File: src/rtl/alu_seq_pkg.sv
// alu_seq_pkg: shared constants for the arithmetic-unit command sequencer.
package alu_seq_pkg;
    localparam int DEF_WIDTH = 16;
    localparam int DEF_TAG_W = 4;
    localparam logic [1:0] ADD = 2'b00;
    localparam logic [1:0] SUB = 2'b01;
    localparam logic [1:0] MUL = 2'b10;
    localparam logic [1:0] DIV = 2'b11;
    localparam logic [DEF_WIDTH-1:0] DZ_RESULT = {DEF_WIDTH{1'b1}};
endpackage

File: src/rtl/alu_sync_fifo.sv
// alu_sync_fifo: synchronous FIFO with occupancy count; head shown combinationally.
module alu_sync_fifo #(
    parameter int DATA_W = 8,
    parameter int DEPTH  = 4
) (
    input  logic                     clk,
    input  logic                     rst,
    input  logic                     push,
    input  logic [DATA_W-1:0]        din,
    input  logic                     pop,
    output logic [DATA_W-1:0]        dout,
    output logic                     full,
    output logic                     empty,
    output logic [$clog2(DEPTH):0]   count
);
    localparam int AW = $clog2(DEPTH);
    logic [DATA_W-1:0] mem [DEPTH];
    logic [AW-1:0] wr_ptr, rd_ptr;
    logic do_push, do_pop;
    assign full    = count == (AW+1)'(DEPTH);
    assign empty   = count == '0;
    assign do_push = push & ~full;
    assign do_pop  = pop & ~empty;
    assign dout    = mem[rd_ptr];
    // Storage is cleared too so the head reads zero after reset.
    always_ff @(posedge clk or posedge rst) begin
        if (rst) begin
            wr_ptr <= '0;
            rd_ptr <= '0;
            count  <= '0;
            for (int i = 0; i < DEPTH; i++) mem[i] <= '0;
        end else begin
            if (do_push) begin
                mem[wr_ptr] <= din;
                wr_ptr      <= wr_ptr + AW'(1);
            end
            if (do_pop) rd_ptr <= rd_ptr + AW'(1);
            count <= count + (AW+1)'(do_push) - (AW+1)'(do_pop);
        end
    end
endmodule

File: src/rtl/alu_cmd_sequencer.sv
// alu_cmd_sequencer: queues tagged commands, issues them to the arithmetic unit
// under result-FIFO credits, and collects tagged results.
module alu_cmd_sequencer
    import alu_seq_pkg::*;
#(
    parameter int WIDTH     = DEF_WIDTH,
    parameter int TAG_W     = DEF_TAG_W,
    parameter int CMD_DEPTH = 4,
    parameter int RES_DEPTH = 4
) (
    input  logic             Clk,
    input  logic             RST,
    input  logic             cmd_valid,
    output logic             cmd_ready,
    input  logic [WIDTH-1:0] cmd_a,
    input  logic [WIDTH-1:0] cmd_b,
    input  logic [1:0]       cmd_fun,
    input  logic [TAG_W-1:0] cmd_tag,
    output logic [WIDTH-1:0] A,
    output logic [WIDTH-1:0] B,
    output logic [1:0]       Arith_FUN,
    output logic             Arith_Enable,
    input  logic [WIDTH-1:0] Arith_OUT,
    input  logic             Carry_OUT,
    input  logic             Arith_Flag,
    output logic             res_valid,
    input  logic             res_ready,
    output logic [WIDTH-1:0] res_data,
    output logic             res_carry,
    output logic             res_dz,
    output logic [TAG_W-1:0] res_tag,
    output logic             busy,
    output logic             seq_err
);
    localparam int CW  = 2*WIDTH + 2 + TAG_W;
    localparam int RW  = WIDTH + 2 + TAG_W;
    localparam int CAW = $clog2(CMD_DEPTH);
    localparam int RAW = $clog2(RES_DEPTH);
    localparam logic [WIDTH-1:0] DZ = {WIDTH{1'b1}};

    logic [CW-1:0] cmd_head;
    logic [RW-1:0] res_head;
    logic [CAW:0] cmd_count;
    logic [RAW:0] res_count;
    logic [RAW+1:0] credits_used;
    logic cmd_full, cmd_empty, res_full, res_empty, issue;
    logic [WIDTH-1:0] head_a, head_b;
    logic [1:0] head_fun;
    logic [TAG_W-1:0] head_tag, s1_tag, s2_tag;
    logic s1_v, s2_v, s1_dz, s2_dz;

    assign {head_a, head_b, head_fun, head_tag} = cmd_head;
    assign {res_data, res_carry, res_dz, res_tag} = res_head;
    assign cmd_ready = ~cmd_full;
    assign res_valid = ~res_empty;
    // Every issued command owns a result slot until it is popped.
    assign credits_used = (RAW+2)'(res_count) + (RAW+2)'(s1_v) + (RAW+2)'(s2_v);
    assign issue = ~cmd_empty & (credits_used < (RAW+2)'(RES_DEPTH));
    assign busy = (cmd_count != '0) | s1_v | s2_v | (res_count != '0);

    alu_sync_fifo #(.DATA_W(CW), .DEPTH(CMD_DEPTH)) cmd_fifo (
        .clk(Clk), .rst(RST), .push(cmd_valid & cmd_ready),
        .din({cmd_a, cmd_b, cmd_fun, cmd_tag}), .pop(issue), .dout(cmd_head),
        .full(cmd_full), .empty(cmd_empty), .count(cmd_count)
    );

    alu_sync_fifo #(.DATA_W(RW), .DEPTH(RES_DEPTH)) res_fifo (
        .clk(Clk), .rst(RST), .push(s2_v & ~res_full),
        .din({s2_dz ? DZ : Arith_OUT, Carry_OUT, s2_dz, s2_tag}),
        .pop(res_valid & res_ready), .dout(res_head),
        .full(res_full), .empty(res_empty), .count(res_count)
    );

    always_ff @(posedge Clk or posedge RST) begin
        if (RST) begin
            A            <= '0;
            B            <= '0;
            Arith_FUN    <= '0;
            Arith_Enable <= 1'b0;
            s1_v         <= 1'b0;
            s2_v         <= 1'b0;
            s1_dz        <= 1'b0;
            s2_dz        <= 1'b0;
            s1_tag       <= '0;
            s2_tag       <= '0;
            seq_err      <= 1'b0;
        end else begin
            Arith_Enable <= issue;
            s1_v         <= issue;
            s2_v         <= s1_v;
            s2_tag       <= s1_tag;
            s2_dz        <= s1_dz;
            if (issue) begin
                A         <= head_a;
                B         <= head_b;
                Arith_FUN <= head_fun;
                s1_tag    <= head_tag;
                s1_dz     <= (head_fun == DIV) && (head_b == '0);
            end
            if (s2_v && !Arith_Flag) seq_err <= 1'b1;
        end
    end
endmodule

File: config.mk
export PLATFORM = sky130hd
export DESIGN_NAME = alu_cmd_sequencer
export DESIGN_NICKNAME = d
export VERILOG_FILES = /design/src/rtl/alu_seq_pkg.sv /design/src/rtl/alu_sync_fifo.sv /design/src/rtl/alu_cmd_sequencer.sv
export SDC_FILE = /design/constraint.sdc
export NUM_CORES = 1
export LEC_CHECK = 0
export BUFFER_PORTS_ARGS = -buffer_cell sky130_fd_sc_hd__buf_2
export CAP_MARGIN = 40
export CORE_UTILIZATION = 65
export DETAILED_ROUTE_END_ITERATION = 10
export GPL_TIMING_DRIVEN = 0
export HOLD_SLACK_MARGIN = 0.02
export PLACE_DENSITY = 0.95
export SYNTH_ARGS = -nofsm -noshare
export SYNTH_HDL_FRONTEND = slang
export SYNTH_HIERARCHICAL = 1
export SYNTH_SLANG_ARGS = --single-unit
File: constraint.sdc
create_clock -name Clk -period 13.2 [get_ports Clk]
set_clock_uncertainty 0.15 [all_clocks]
set_input_delay 1.32 -clock Clk [delete_from_list [all_inputs] [get_ports Clk]]
set_output_delay 1.32 -clock Clk [all_outputs]
set_load 0.02 [all_outputs]
== Yosys cells after proc, flatten, opt, wreduce, memory -nomap -nowiden ==
Cells that the tools add are included.

* Add/subtract/negate cells: 10
* Multipliers: 0
* Divide/modulo/power cells: 0
* Magnitude comparators: 7
* Eq/ne operators: 3
* Shift operators: 0
* Muxes and demuxes: 13
* Bitwise operators: 19
* Reductions and logical operators: 10

{| class="wikitable"
|+ Operators with widths
! cell !! count
|-
| $bwmux W152 || 1
|-
| $mux W38 || 3
|-
| $bwmux W88 || 1
|-
| $bmux W38 S2 || 1
|-
| $demux W38 S2 || 1
|-
| $mux W22 || 3
|-
| $bmux W22 S2 || 1
|-
| $demux W22 S2 || 1
|-
| $logic_not A16 Y1 || 1
|-
| $mux W16 || 1
|-
| $ge A3 B3 Y1 const B || 4
|-
| $not A2 Y3 || 4
|-
| $add A2 B1 Y2 const B || 4
|-
| $and A1 B1 Y1 || 8
|-
| $add A3 B1 Y3 || 2
|-
| $eq A3 B3 Y1 const B || 2
|-
| $logic_not A3 Y1 || 2
|-
| $lt A3 B1 Y1 const B || 2
|-
| $reduce_bool A3 Y1 || 2
|-
| $sub A3 B1 Y3 || 2
|-
| $add A3 B1 Y4 || 1
|-
| $add A4 B1 Y4 || 1
|-
| $logic_and A1 B1 Y1 || 4
|-
| $lt A4 B3 Y1 const B || 1
|-
| 4 further kinds || 9
|}

* Bits in registers: 301
* Latch bits: 0
* RAM bits: 0
* Memory bits (read-only): 0
* Input bits: 60
* Memories: 0

== Depth between registers and ports, before layout ==
* Word-level depth: 6
* Depth in mapped cells: 14
* Gate-level depth less buffers: 13

== Hierarchy ==
Netlist, hierarchy kept.

{| class="wikitable"
|+ By module, submodules not included
! module !! instances !! cells each !! area each (sq um) !! seq. area each (sq um)
|-
| alu_sync_fifo at cmd_fifo || 1 || 403 || 7367.1 || 3978.8
|-
| alu_sync_fifo at res_fifo || 1 || 251 || 4625.7 || 2377.3
|-
| alu_cmd_sequencer || 1 || 130 || 2031.9 || 1176.1
|}

== Worst setup path before layout ==
OpenSTA, ideal clock, no wires.

* Kind: in2reg
* Start point: in cmd_valid
* End point: reg cmd_fifo.count[2]
* Setup time: 0.125 ns
* Arrival time: 2.840 ns
* Data required time: 12.925 ns
* Setup slack: 10.085 ns
* Cell stages on the path: 9
* Path buffers: 0
* Cells stage by stage: nor2b_1 > nand2_1 > ha_1 > inv_1 > ha_1 > inv_1 > fa_1 > xnor2_1 > xnor2_1

* Cells in the longest elaborated chain, start to end: 4

{| class="wikitable"
|+ RTL lines
! item !! line !! source
|-
| start, declared || alu_cmd_sequencer.sv:13 || <nowiki>input logic cmd_valid,</nowiki>
|-
| $and A1 B1 Y1 || alu_cmd_sequencer.sv:62 || <nowiki>.clk(Clk), .rst(RST), .push(cmd_valid & cmd_ready),</nowiki>
|-
| $and A1 B1 Y1 || alu_sync_fifo.sv:22 || <nowiki>assign do_push = push & ~full;</nowiki>
|-
| $add A3 B1 Y3 || alu_sync_fifo.sv:38 || <nowiki>count <= count + (AW+1)'(do_push) - (AW+1)'(do_pop);</nowiki>
|-
| $sub A3 B1 Y3 || alu_sync_fifo.sv:38 ||
|-
| end signal, assigned || alu_sync_fifo.sv:38 ||
|-
| end, declared || alu_sync_fifo.sv:14 || <nowiki>output logic [$clog2(DEPTH):0] count</nowiki>
|}

No other way between the ends.
A chain may end at the register's enable or synchronous reset.

== Worst setup path in the final report ==
* Start point: reg res_fifo.rd_ptr[0]
* End point: out res_data[6]

* Cells in the longest elaborated chain, start to end: 4

{| class="wikitable"
|+ RTL lines
! item !! line !! source
|-
| start, declared || alu_sync_fifo.sv:18 || <nowiki>logic [AW-1:0] wr_ptr, rd_ptr;</nowiki>
|-
| start signal, assigned || alu_sync_fifo.sv:37 || <nowiki>if (do_pop) rd_ptr <= rd_ptr + AW'(1);</nowiki>
|-
| $not A2 Y3 (not written as such) || alu_sync_fifo.sv:24 || <nowiki>assign dout = mem[rd_ptr];</nowiki>
|-
| $bmux W22 S2 || alu_sync_fifo.sv:24 ||
|-
| $mux W22 (not written as such) (2 in series) || alu_sync_fifo.sv:24 ||
|-
| end, declared || alu_cmd_sequencer.sv:28 || <nowiki>output logic [WIDTH-1:0] res_data,</nowiki>
|}

No other way between the ends. The select of a mux whose other input is x is not followed.

==> results.yml <==
layout:
  register_area_um2: 7530
  instances_no_fill: 1242
  layout_commonest_cell: "dfrtp_1"
  drive_gt1_frac: 0.600
  layout_common_cells: "dfrtp_1, mux2_4, buf_2, mux2_2, mux4_2"
  nets: 1017
  fin_util: 0.764
  multi_input_area_um2: 5880
  fill_cells: 1139
  area_growth_pct: 14.9
die:
  pin_count: 121
  die_width_um: 149
  rows: 53
  die_y_um: 149
  core_um2: 21100
  start_util: 0.665
  die_area_um2: 22200
yosys:
  ys_async_sr_fraction: 1.00
  synth_seq_cells: 301
  ys_warn_count: 6
  synthFlopType: "dfrtp_1"
  synth-edff-count: 0
  yosysUniqueCellTypes: 34
  yosysSeqAreaShare: 0.537
  synth_fp_nets: 859
  syn_inst: 784
  syn_area_um2: 14000
  synth_area_per_cell_um2: 17.9
route:
  drtAntennaViolNets: 0
  drt_pass1_iterations: 6
  vias: 7356
  drcViolationCount: 0
  wire_per_inst_um: 23.0
  drt_iter0_drc: 271
  drt_wl_total_um: 28600
  via_per_inst: 5.92
pwr:
  seqPwrFrac: 0.359
  power_frac_comb: 0.455
  switchingPower_mw: 1.52
  p_int_mw: 3.21
  ir_worst_vdd_mv: 0.173
  power.density_nw_per_um2: 294
  switching_share: 0.322
  p_leak_nw: 7.37
  p_clk_frac: 0.186
setup_path:
  critPathArrivalTime_ps: 2380
  start_kind: "flop"
  crit_buf_inv: 3
  endpoint_kind: "output port"
  cpPeakStageDelay_ps: 570
  critical_path.startpoint: "res_fifo/rd_ptr[0]$_DFFE_PP0P_"
  required_ps: 11730
  endpoint: "res_data[6]"
  critPathMostFrequentCell: "buf_2"
  path_cells: "clkbuf_1 > buf_2 > mux4_2 > buf_2"
  cpMaxStageDelayCell: "mux4_2"
  crit_type: "flop to output port"
  critical_path_depth: 4
  r2r_start: "cmd_fifo/count[1]$_DFF_PP0_"
  cp_top_family: "buffers and inverters"
  rr_endpoint: "cmd_fifo/count[2]$_DFF_PP0_"
  r2r_cells: 14
  r2r_slack_ps: 9860
  path_max_fanout: 10
sta:
  rsz0062_at_grt: "false"
  min_period_over_period: 0.291
  slew_headroom: 0.477
  hold_slack_ps: 220
  worst_pin_slew_ps: 784
  clock.fmax_mhz: 260
  drv_slew: 0
  setup-tns-final_ps: 0
  setup_viol: 0
  min_period_ps: 3850
  hold_viol: 0
cts:
  post_cts_resized: 0
  root_buffer: "clkbuf_16"
  cts_max_path_buffers: 3
  post_cts_buffers: 0
  worstSkewPairLatency_ps: 560
  h-tree-depth: 1
  postCtsHoldBufs: 0
  cts.sinks: 301
  cts_made_buffers: 31
  cts_tree: "done"
  cts.clk_slew.worst_paths_ps: 60
global_routing:
  grt_pass1_vias: 8198
  antenna_found_initial: 3
  grt_pass1_wl_um: 45900
  grt_use_total: 0.270
  grt_max_degree: 99
  overflow: 0
run_status:
  status: "complete, no violations"
run:
  max_cap_viol_count: 0
placed_design:
  placedCellCount: 1184
  io_buffers: 120
  place_congestion: 0.741
  dpl.hpwl_um: 18300
worst_hold_path:
  min_path_type: "flop to flop"
-- routing by layer --
layer  up-vias  track usage  routed length (µm)
li1       3182            -                   -
met1      3933        0.357               12000
met2       187        0.460               14600
met3        54       0.0446                1160
met4         0       0.0832                 796
met5         -            0                   0
-- worst reg2reg max path: stages, from the launching register on --
cell,delay (ps)
dfrtp_1,450
or2_2,360
nor2_1,220
a211oi_4,90
nand2_4,210
inv_4,100
buf_12,170
o21a_1,140
ha_1,290
inv_1,80
ha_1,150
inv_1,60
fa_1,370
xnor2_1,230
xnor2_1,180
-- registers in the layout, indices dropped and copies added (netlist names), 2 cells and up --
name	count
cmd_fifo/mem	152
res_fifo/mem	88
A	16
B	16
s1_tag	4
s2_tag	4
cmd_fifo/count	3
res_fifo/count	3
Arith_FUN	2
cmd_fifo/rd_ptr	2
cmd_fifo/wr_ptr	2
res_fifo/rd_ptr	2
res_fifo/wr_ptr	2
-- kinds of logic (layout without fill, tap and decap cells) --
family          after synthesis  in the layout  share of synthesized area
compound gates                7              7                    0.00500
flops                       301            301                      0.537
buf+inv                      64            244                     0.0438
simple gates                 47             47                     0.0219
mux                         340            340                      0.371
fa+ha+maj                    15             15                     0.0145
xor+xnor                     10             10                    0.00625
other cells                   0              3                          0
-- worst min-delay path by stage --
stage / endpoint / depth (start not counted) / slack (ps) / start
6_report: s2_dz$_DFF_PP0_ / 0 / 220 / s1_dz$_DFFE_PP0P_
5_1_grt: s2_dz$_DFF_PP0_ / 0 / 240 / s1_dz$_DFFE_PP0P_
4_1_cts: s2_dz$_DFF_PP0_ / 0 / 220 / s1_dz$_DFFE_PP0P_
3_5_place_dp: s2_dz$_DFF_PP0_ / 0 / 210 / s1_dz$_DFFE_PP0P_
3_3_place_gp: s2_dz$_DFF_PP0_ / 0 / 210 / s1_dz$_DFFE_PP0P_
2_1_floorplan: s2_dz$_DFF_PP0_ / 0 / 190 / s1_dz$_DFFE_PP0P_
-- power groups by stage --
stage	clock network (mW)	logic, mW	registers, mW
after floorplan	0	1.67	1.66
after global placement	0	2.05	1.66
after detailed placement	0	2.14	1.69
after CTS	0.898	2.17	1.70
after global routing	0.938	2.28	1.75
final	0.884	2.15	1.70
-- cells in the mapped netlist (all sizes together), types with 4 or more instances --
library cell,n,share of area
dfrtp,301,0.54
clkbuf,4,0.0011
buf,41,0.037
ha,13,0.012
xnor2,8,0.0050
or2,17,0.0076
mux4,60,0.096
mux2,280,0.28
nand2,5,0.0019
and3,8,0.0050
inv,19,0.0053
nor4,5,0.0022
-- per-stage QoR --
stage	power, mW	worst slack, ps	area (µm²)
floorplan	3.33	7440	14000
finish	4.74	9350	16100
global route	4.97	9190	16100
CTS	4.76	9280	16100
global placement	3.70	5810	15000
detailed placement	3.83	9680	15100
-- layout make-up --
cell class | count | share of cell area
Clock inverter | 10 | 0.00955
Antenna cell | 3 | 0.000466
Sequential cell | 301 | 0.467
Clock buffer | 45 | 0.0545
Tap cell | 275 | 0.0213
Inverter | 19 | 0.00505
Buffer | 45 | 0.0335
Multi-Input combinational cell | 419 | 0.365
Timing Repair Buffer | 125 | 0.0435
(Power assumes the default switching activity.)
